**config.mk**
```make
export PLATFORM = sky130hd
export DESIGN_NAME = hack_alu_pipe
export DESIGN_NICKNAME = d
export VERILOG_FILES = /design/src/rtl/hack_alu_pipe.sv
export SDC_FILE = /design/constraint.sdc
export NUM_CORES = 1
export LEC_CHECK = 0
export BUFFER_PORTS_ARGS = -buffer_cell sky130_fd_sc_hd__buf_2
export CAP_MARGIN = 20
export CORE_MARGIN = 4
export CORE_UTILIZATION = 25
export DETAILED_ROUTE_END_ITERATION = 10
export GPL_ROUTABILITY_DRIVEN = 0
export PLACE_DENSITY = 0.5
export SYNTH_ARGS = -nofsm -noshare
export SYNTH_HDL_FRONTEND = slang
export SYNTH_SLANG_ARGS = --single-unit
export TNS_END_PERCENT = 50
```
**constraint.sdc**
```tcl
create_clock -name clk -period 3.5 [get_ports clk]
set_input_delay 0.35 -clock clk [delete_from_list [all_inputs] [get_ports clk]]
set_output_delay 0.35 -clock clk [all_outputs]
set_load 0.02 [all_outputs]
```
**src/rtl/hack_alu_pipe.sv**
```systemverilog
// rtl/hack_alu_pipe.sv - two-stage Hack ALU with valid/ready handshakes and op counter; ALU_OVF_EN adds overflow flags
module hack_alu_pipe #(
  parameter int WIDTH = 16,
  parameter int CNT_W = 16
) (
  input  logic             clk,
  input  logic             rst_n,
  input  logic             in_valid,
  output logic             in_ready,
  input  logic [WIDTH-1:0] x,
  input  logic [WIDTH-1:0] y,
  input  logic [1:0]       zxnx,
  input  logic [1:0]       zyny,
  input  logic [1:0]       fno,
  output logic             out_valid,
  input  logic             out_ready,
  output logic [WIDTH-1:0] out,
  output logic             zr,
  output logic             ng,
`ifdef ALU_OVF_EN
  output logic             ovf,
  output logic             ovf_sticky,
  input  logic             ovf_clr,
`endif
  output logic [CNT_W-1:0] op_cnt
);

  logic             s1_v_q, s1_v_d;
  logic [WIDTH-1:0] s1_xb_q, s1_xb_d, s1_yb_q, s1_yb_d;
  logic             s1_f_q, s1_f_d, s1_no_q, s1_no_d;
  logic             s2_v_q, s2_v_d;
  logic [WIDTH-1:0] out_q, out_d;
  logic             zr_q, zr_d, ng_q, ng_d;
  logic [CNT_W-1:0] op_cnt_q, op_cnt_d;

  logic             s2_adv, s1_adv, out_hs;
  logic [WIDTH-1:0] xa, xb, ya, yb, sum, res_r, res;

  // Handshake control: a stage advances when empty or when the stage after it drains
  always_comb begin
    s2_adv   = !s2_v_q || out_ready;
    s1_adv   = !s1_v_q || s2_adv;
    out_hs   = s2_v_q && out_ready;
    in_ready = s1_adv;
  end

  // Stage 1 next state: zero/negate operand conditioning on accept
  always_comb begin
    xa      = zxnx[1] ? '0 : x;
    xb      = zxnx[0] ? ~xa : xa;
    ya      = zyny[1] ? '0 : y;
    yb      = zyny[0] ? ~ya : ya;
    s1_v_d  = s1_v_q;
    s1_xb_d = s1_xb_q;
    s1_yb_d = s1_yb_q;
    s1_f_d  = s1_f_q;
    s1_no_d = s1_no_q;
    if (s1_adv) begin
      s1_v_d = in_valid;
      if (in_valid) begin
        s1_xb_d = xb;
        s1_yb_d = yb;
        s1_f_d  = fno[1];
        s1_no_d = fno[0];
      end
    end
  end

  // Stage 2 next state: add/and, optional output negate, flags; holds while stalled
  always_comb begin
    sum      = s1_xb_q + s1_yb_q;
    res_r    = s1_f_q ? sum : (s1_xb_q & s1_yb_q);
    res      = s1_no_q ? ~res_r : res_r;
    s2_v_d   = s2_v_q;
    out_d    = out_q;
    zr_d     = zr_q;
    ng_d     = ng_q;
    if (s2_adv) begin
      s2_v_d = s1_v_q;
      if (s1_v_q) begin
        out_d = res;
        zr_d  = (res == '0);
        ng_d  = res[WIDTH-1];
      end
    end
    op_cnt_d = op_cnt_q + {{(CNT_W-1){1'b0}}, out_hs};
  end

  // Pipeline and counter registers
  always_ff @(posedge clk or negedge rst_n) begin
    if (!rst_n) begin
      s1_v_q   <= 1'b0;
      s1_xb_q  <= '0;
      s1_yb_q  <= '0;
      s1_f_q   <= 1'b0;
      s1_no_q  <= 1'b0;
      s2_v_q   <= 1'b0;
      out_q    <= '0;
      zr_q     <= 1'b0;
      ng_q     <= 1'b0;
      op_cnt_q <= '0;
    end else begin
      s1_v_q   <= s1_v_d;
      s1_xb_q  <= s1_xb_d;
      s1_yb_q  <= s1_yb_d;
      s1_f_q   <= s1_f_d;
      s1_no_q  <= s1_no_d;
      s2_v_q   <= s2_v_d;
      out_q    <= out_d;
      zr_q     <= zr_d;
      ng_q     <= ng_d;
      op_cnt_q <= op_cnt_d;
    end
  end

  assign out_valid = s2_v_q;
  assign out       = out_q;
  assign zr        = zr_q;
  assign ng        = ng_q;
  assign op_cnt    = op_cnt_q;

`ifdef ALU_OVF_EN
  logic ovf_q, ovf_d, ovf_sticky_q, ovf_sticky_d;

  // Signed add overflow travels with the result; sticky set beats clear
  always_comb begin
    ovf_d = ovf_q;
    if (s2_adv && s1_v_q)
      ovf_d = s1_f_q && (s1_xb_q[WIDTH-1] == s1_yb_q[WIDTH-1]) &&
              (sum[WIDTH-1] != s1_xb_q[WIDTH-1]);
    ovf_sticky_d = ovf_sticky_q;
    if (out_hs && ovf_q)
      ovf_sticky_d = 1'b1;
    else if (ovf_clr)
      ovf_sticky_d = 1'b0;
  end

  // Overflow flag registers
  always_ff @(posedge clk or negedge rst_n) begin
    if (!rst_n) begin
      ovf_q        <= 1'b0;
      ovf_sticky_q <= 1'b0;
    end else begin
      ovf_q        <= ovf_d;
      ovf_sticky_q <= ovf_sticky_d;
    end
  end

  assign ovf        = ovf_q;
  assign ovf_sticky = ovf_sticky_q;
`endif

endmodule

```
# After elaboration in Yosys (flattened, before gate mapping)
# Cells that the tools add are included.
[op_classes] n_reduce_logical=8 bitwise=4 n_mux=6 n_addsub=2
[ops] operator="2-to-1 mux 16 bit" n=6
[ops] operator="inverter 16 bit" n=3
[ops] operator="adder 16 x 1 -> 16 bit" n=1
[ops] operator="adder 16 bit" n=1
[ops] operator="bitwise AND 16 bit" n=1
[ops] operator="logical NOT 16 bit" n=1
[ops] operator="AND reduction 2 bit" n=2
[ops] operator="logical NOT 1 bit" n=2
[ops] operator="logical OR 1 bit" n=2
[ops] operator="logical AND 1 bit" n=1
[word_totals] output_inout_bits=36 elab_cells=30 reg_bits=70 input_bits=42

# Depth between registers and ports, before layout
[logic_depth] word_depth=5 ltp_mapped=10 ltp_nobuf=10

# Worst setup path after synthesis
# Ideal clock, no wire load.
[synth_timing] path_kind="register to register" start="register s1_xb_q[0]" end="register zr_q, in the netlist zr" stages_incl_launch_ff=11 path_buffers=0 synth_period_minus_slack_ns=2.952 setup_time_ns=0.092 t_arrival_ns=2.860 required_ns=3.408 setup_slack_ns=0.548 cell_sequence="dfrtp_1 > ha_1 > fa_1 > a211oi_1 > o21ai_1 > a211oi_2 > nor4_1 > or4_4 > a2111oi_4 > o2111ai_1 > o31ai_2"
[synth_between] elab_chain_len=5 word_cells_on_any_way=6 classes_between="add/sub: 1; mux: 2; bitwise: 2; reduce/logical: 1"
[synth_rtl] item="from (decl)" line="29" text="logic [WIDTH-1:0] s1_xb_q, s1_xb_d, s1_yb_q, s1_yb_d;"
[synth_rtl] item="from (signal assigned)" line="93" text="s1_xb_q <= '0;"
[synth_rtl] item="from (signal assigned)" line="104" text="s1_xb_q <= s1_xb_d;"
[synth_rtl] item="adder 16 bit or bitwise AND 16 bit (tied branches)" line="71, 72"
[synth_rtl] item="2-to-1 mux 16 bit *" line="72" text="res_r = s1_f_q ? sum : (s1_xb_q & s1_yb_q);"
[synth_rtl] item="inverter 16 bit" line="73" text="res = s1_no_q ? ~res_r : res_r;"
[synth_rtl] item="2-to-1 mux 16 bit *" line="73"
[synth_rtl] item="logical NOT 16 bit *" line="82" text="zr_d = (res == '0);"
[synth_rtl] item="to (signal assigned)" line="110" text="zr_q <= zr_d;"
[synth_rtl] item="to (decl)" line="33" text="logic zr_q, zr_d, ng_q, ng_d;"
# Every way passes the cells marked *; elsewhere a longest branch is shown, timed or not.
# A chain may end at the register's enable or synchronous reset.

# Worst setup path in the final report
# Ends and elaborated chain as after synthesis.

==> impl_metrics.csv <==
group,metric,value,unit
synthesis,yosys.area_share.simple,21.42,%
route,wl_met2,4.747,mm
floorplan,num_rows,48,
clock_tree,cts_sinks,69,
global_routing,globalRouteOverflowTotal,0,
route,avgRoutedWirePerCell,13.65,um
timing,finalCritPeriodShare,91.96,%
pwr,irDropWorstVdd,0.0002490,V
synthesis,muxShareOfSynthArea,2.888,%
worst_hold_path,hp-class,"in2async",
pwr,p_leak,2.336,nW
job,drv_cap,0,
route,drc,0,
layout,antenna_cells,0,
timing,setup_slack,0.2814,ns
worst_setup_path,worst_path_max_delay_cell,"or4_4",
timing,fmax,0.3107,GHz
floorplan,dieArea,20050,um2
synthesis,netlist_area,4462,um2
synthesis,async_flop_share,100.0,%
layout,layout_commonest_cell,"buf_2",
worst_setup_path,critPathLaunchType,"flip-flop",
timing,final.min_clock_period,3.219,ns
synthesis,ys_ff_latch,69,
route,via_per_inst,4.621,
pwr,power.density,650.5,nW/um2
synthesis,synthCells,498,
clock_tree,cts_tree,"built",
worst_setup_path,crit_family,"compound AO/OA/AOI/OAI gates",
synthesis,yosysTopAreaCellShare,38.70,%
placed_design,dp_hpwl,8.445,mm
global_routing,grt_pass1_wl,17.92,mm
timing,hold_viol,0,
clock_tree,hold_buffers,0,
synthesis,synthFlopType,"dfrtp_1",
synthesis,synth_compound_area_share,15.93,%
global_routing,grt_use_total,11.23,%
layout,instances_no_fill,791,
clock_tree,worstSkewPairLatency,0.34,ns
layout,finalNetCount,622,
worst_setup_path,slowest_delay,0.56,ns
worst_setup_path,crit_arrival,3.47,ns
synthesis,ys_seq_area_share,38.70,%
layout,area_growth,20.72,%
clock_tree,cts_buffer_depth,2,
layout,layout_common_cells,"buf_2, dfrtp_1, nand2_1",
synthesis,syn_nets,559,
route,via_count,3655,
clock_tree,root_buffer,"clkbuf_16",
placed_design,dp_cells,775,
timing,finClkSkew,0.007534,ns
run_status,outcome,"finished clean",
route,routed_wl,10.80,mm
synthesis,yosysTopAreaCell,"dfrtp_1",
synthesis,synth_xor_area_share,11.97,%
clock_tree,postCtsSetupBuffers,0,
timing,finalSetupTns,0,ns
route,first_pass_iters,4,
worst_setup_path,worst-path-max-fanout,5,
floorplan,die_h,141.6,um
worst_setup_path,critPathBufInv,0,
placed_design,pre_cts_slack,0.3294,ns
timing,maxSlewViolCount,0,
synthesis,synth_top_family_by_area,"simple AND/OR/NAND/NOR gates",
floorplan,ioPinCount,78,
layout,layout-drive-gt1-share,19.96,%
clock_tree,h-tree-depth,3,
route,route.met3.wl,566,um
timing,rsz0062_at_grt,"no",
synthesis,postSynthAreaPerCell,8.959,um2
placed_design,port_buffers,77,
pwr,power,0.003504,W
floorplan,start_util,25.62,%
synthesis,synth_area_leaders,"dfrtp_1, xnor2_1, o21ai_0",
worst_setup_path,cp-end-kind,"flip-flop",
route,postRouteAntennaNets,0,
route,wl_met1,5.348,mm
synthesis,synth_fa_ha_area_share,5.496,%
floorplan,dieWidth,141.6,um
clock_tree,cts-resized-gates,0,
worst_setup_path,crit_type,"reg2reg",
timing,tightest_slew,0.8732,ns
timing,setup_viol,0,
worst_setup_path,path_cells,"ha_1 -> fa_1 -> a211oi_1 -> o21ai_1 -> a211oi_2 -> nor4_1 -> or4_4 -> a2111oi_4 -> o2111ai_1 -> o31ai_2",
global_routing,antenna_found_initial,0,
floorplan,coreArea,17420,um2
synthesis,ys_types,59,
route,drt_iter0_drc,210,
synthesis,synth_enable_flop_cells,0,
route,highest-signal-layer,"met4",
worst_setup_path,cp_data_required_time,3.75,ns
timing,relSlewSlack,41.64,%
clock_tree,cts.clk_slew.worst_paths,0.06,ns
global_routing,grt_max_degree,70,
synthesis,yosysWarnings,0,
clock_tree,cts_buffers,9,
global_routing,grt_pass1_vias,3528,
flip-flops by register name, indices dropped and copies added (netlist names):
name / flops
s1_no_q: 1
s1_yb_q: 16
zr: 1
s1_xb_q: 16
op_cnt: 16
s1_f_q: 1
out: 16
s1_v_q: 1
out_valid: 1
cell families (layout without fill, tap and decap cells):
kind of cell | after synthesis | after routing
AO/OA/AOI/OAI | 111 | 111
XOR/XNOR | 61 | 61
adder cells (fa/ha/maj) | 19 | 19
buffers and inverters | 39 | 107
flip-flops | 69 | 69
multiplexers | 12 | 12
AND/OR/NAND/NOR | 187 | 187
where the power goes:
group | internal (W) | switching (W)
combinational | 0.000528 | 0.000801
sequential | 0.000979 | 0.000140
clock | 0.000700 | 0.000355
total | 0.00221 | 0.00130
cells in the mapped netlist, types with 5 or more instances:
cell type,instances
dfrtp_1,69
mux2i_1,5
ha_1,18
nor3_1,10
buf_1,6
mux2_2,7
nand4_1,8
a21oi_1,18
nand2_1,67
and2_1,5
nor2b_1,39
clkbuf_1,20
nand3_1,16
nor2_1,15
inv_1,9
o21ai_0,52
xnor2_1,57
nand2b_1,5
worst paths after layout:
| check | end | slack [ns] | cells past startpoint | start |
|---|---|---|---|---|
| max | zr$_DFFE_PN0P_ | 0.28 | 10 | s1_xb_q[0]$_DFFE_PN0P_ |
| min | op_cnt[7]$_DFF_PN0_ | 0.20 | 2 | rst_n |
| max reg2reg | zr$_DFFE_PN0P_ | 0.28 | 10 | s1_xb_q[0]$_DFFE_PN0P_ |
| min reg2reg | out[8]$_DFFE_PN0P_ | 0.47 | 2 | out[8]$_DFFE_PN0P_ |
| max in group asynchronous | s1_xb_q[14]$_DFFE_PN0P_ | 2.73 | 2 | rst_n |
| min in group clk | s1_v_q$_DFFE_PN0N_ | 0.23 | 2 | in_valid |
through the flow:
| step | util (%) | hold WS, ns | area (um2) |
|---|---|---|---|
| global route | 30.93 | 0.2288 | 5386 |
| finish | 30.93 | 0.2037 | 5386 |
| detailed placement | 28.94 | 0.4654 | 5040 |
| global placement | 28.94 | 0.4579 | 5040 |
| CTS | 30.93 | 0.2154 | 5386 |
| floorplan | - | 0.05441 | 4462 |
metal layers:
layer / vias to the layer above / track usage (%)
met5: - / 0
met4: 0 / 3.788
met3: 10 / 3.236
met2: 76 / 16.77
met1: 1708 / 15.57
li1: 1861 / -
final cells by class:
type / instances / area (um2)
Clock buffer: 9 / 225.2
Tap cell: 225 / 281.5
Sequential cell: 69 / 1727
Multi-Input combinational cell: 390 / 2575
Fill cell: 1862 / 12030
Inverter: 9 / 33.78
Clock inverter: 7 / 121.4
Timing Repair Buffer: 82 / 422.9
No activity file was read; power rests on OpenSTA's default activity.
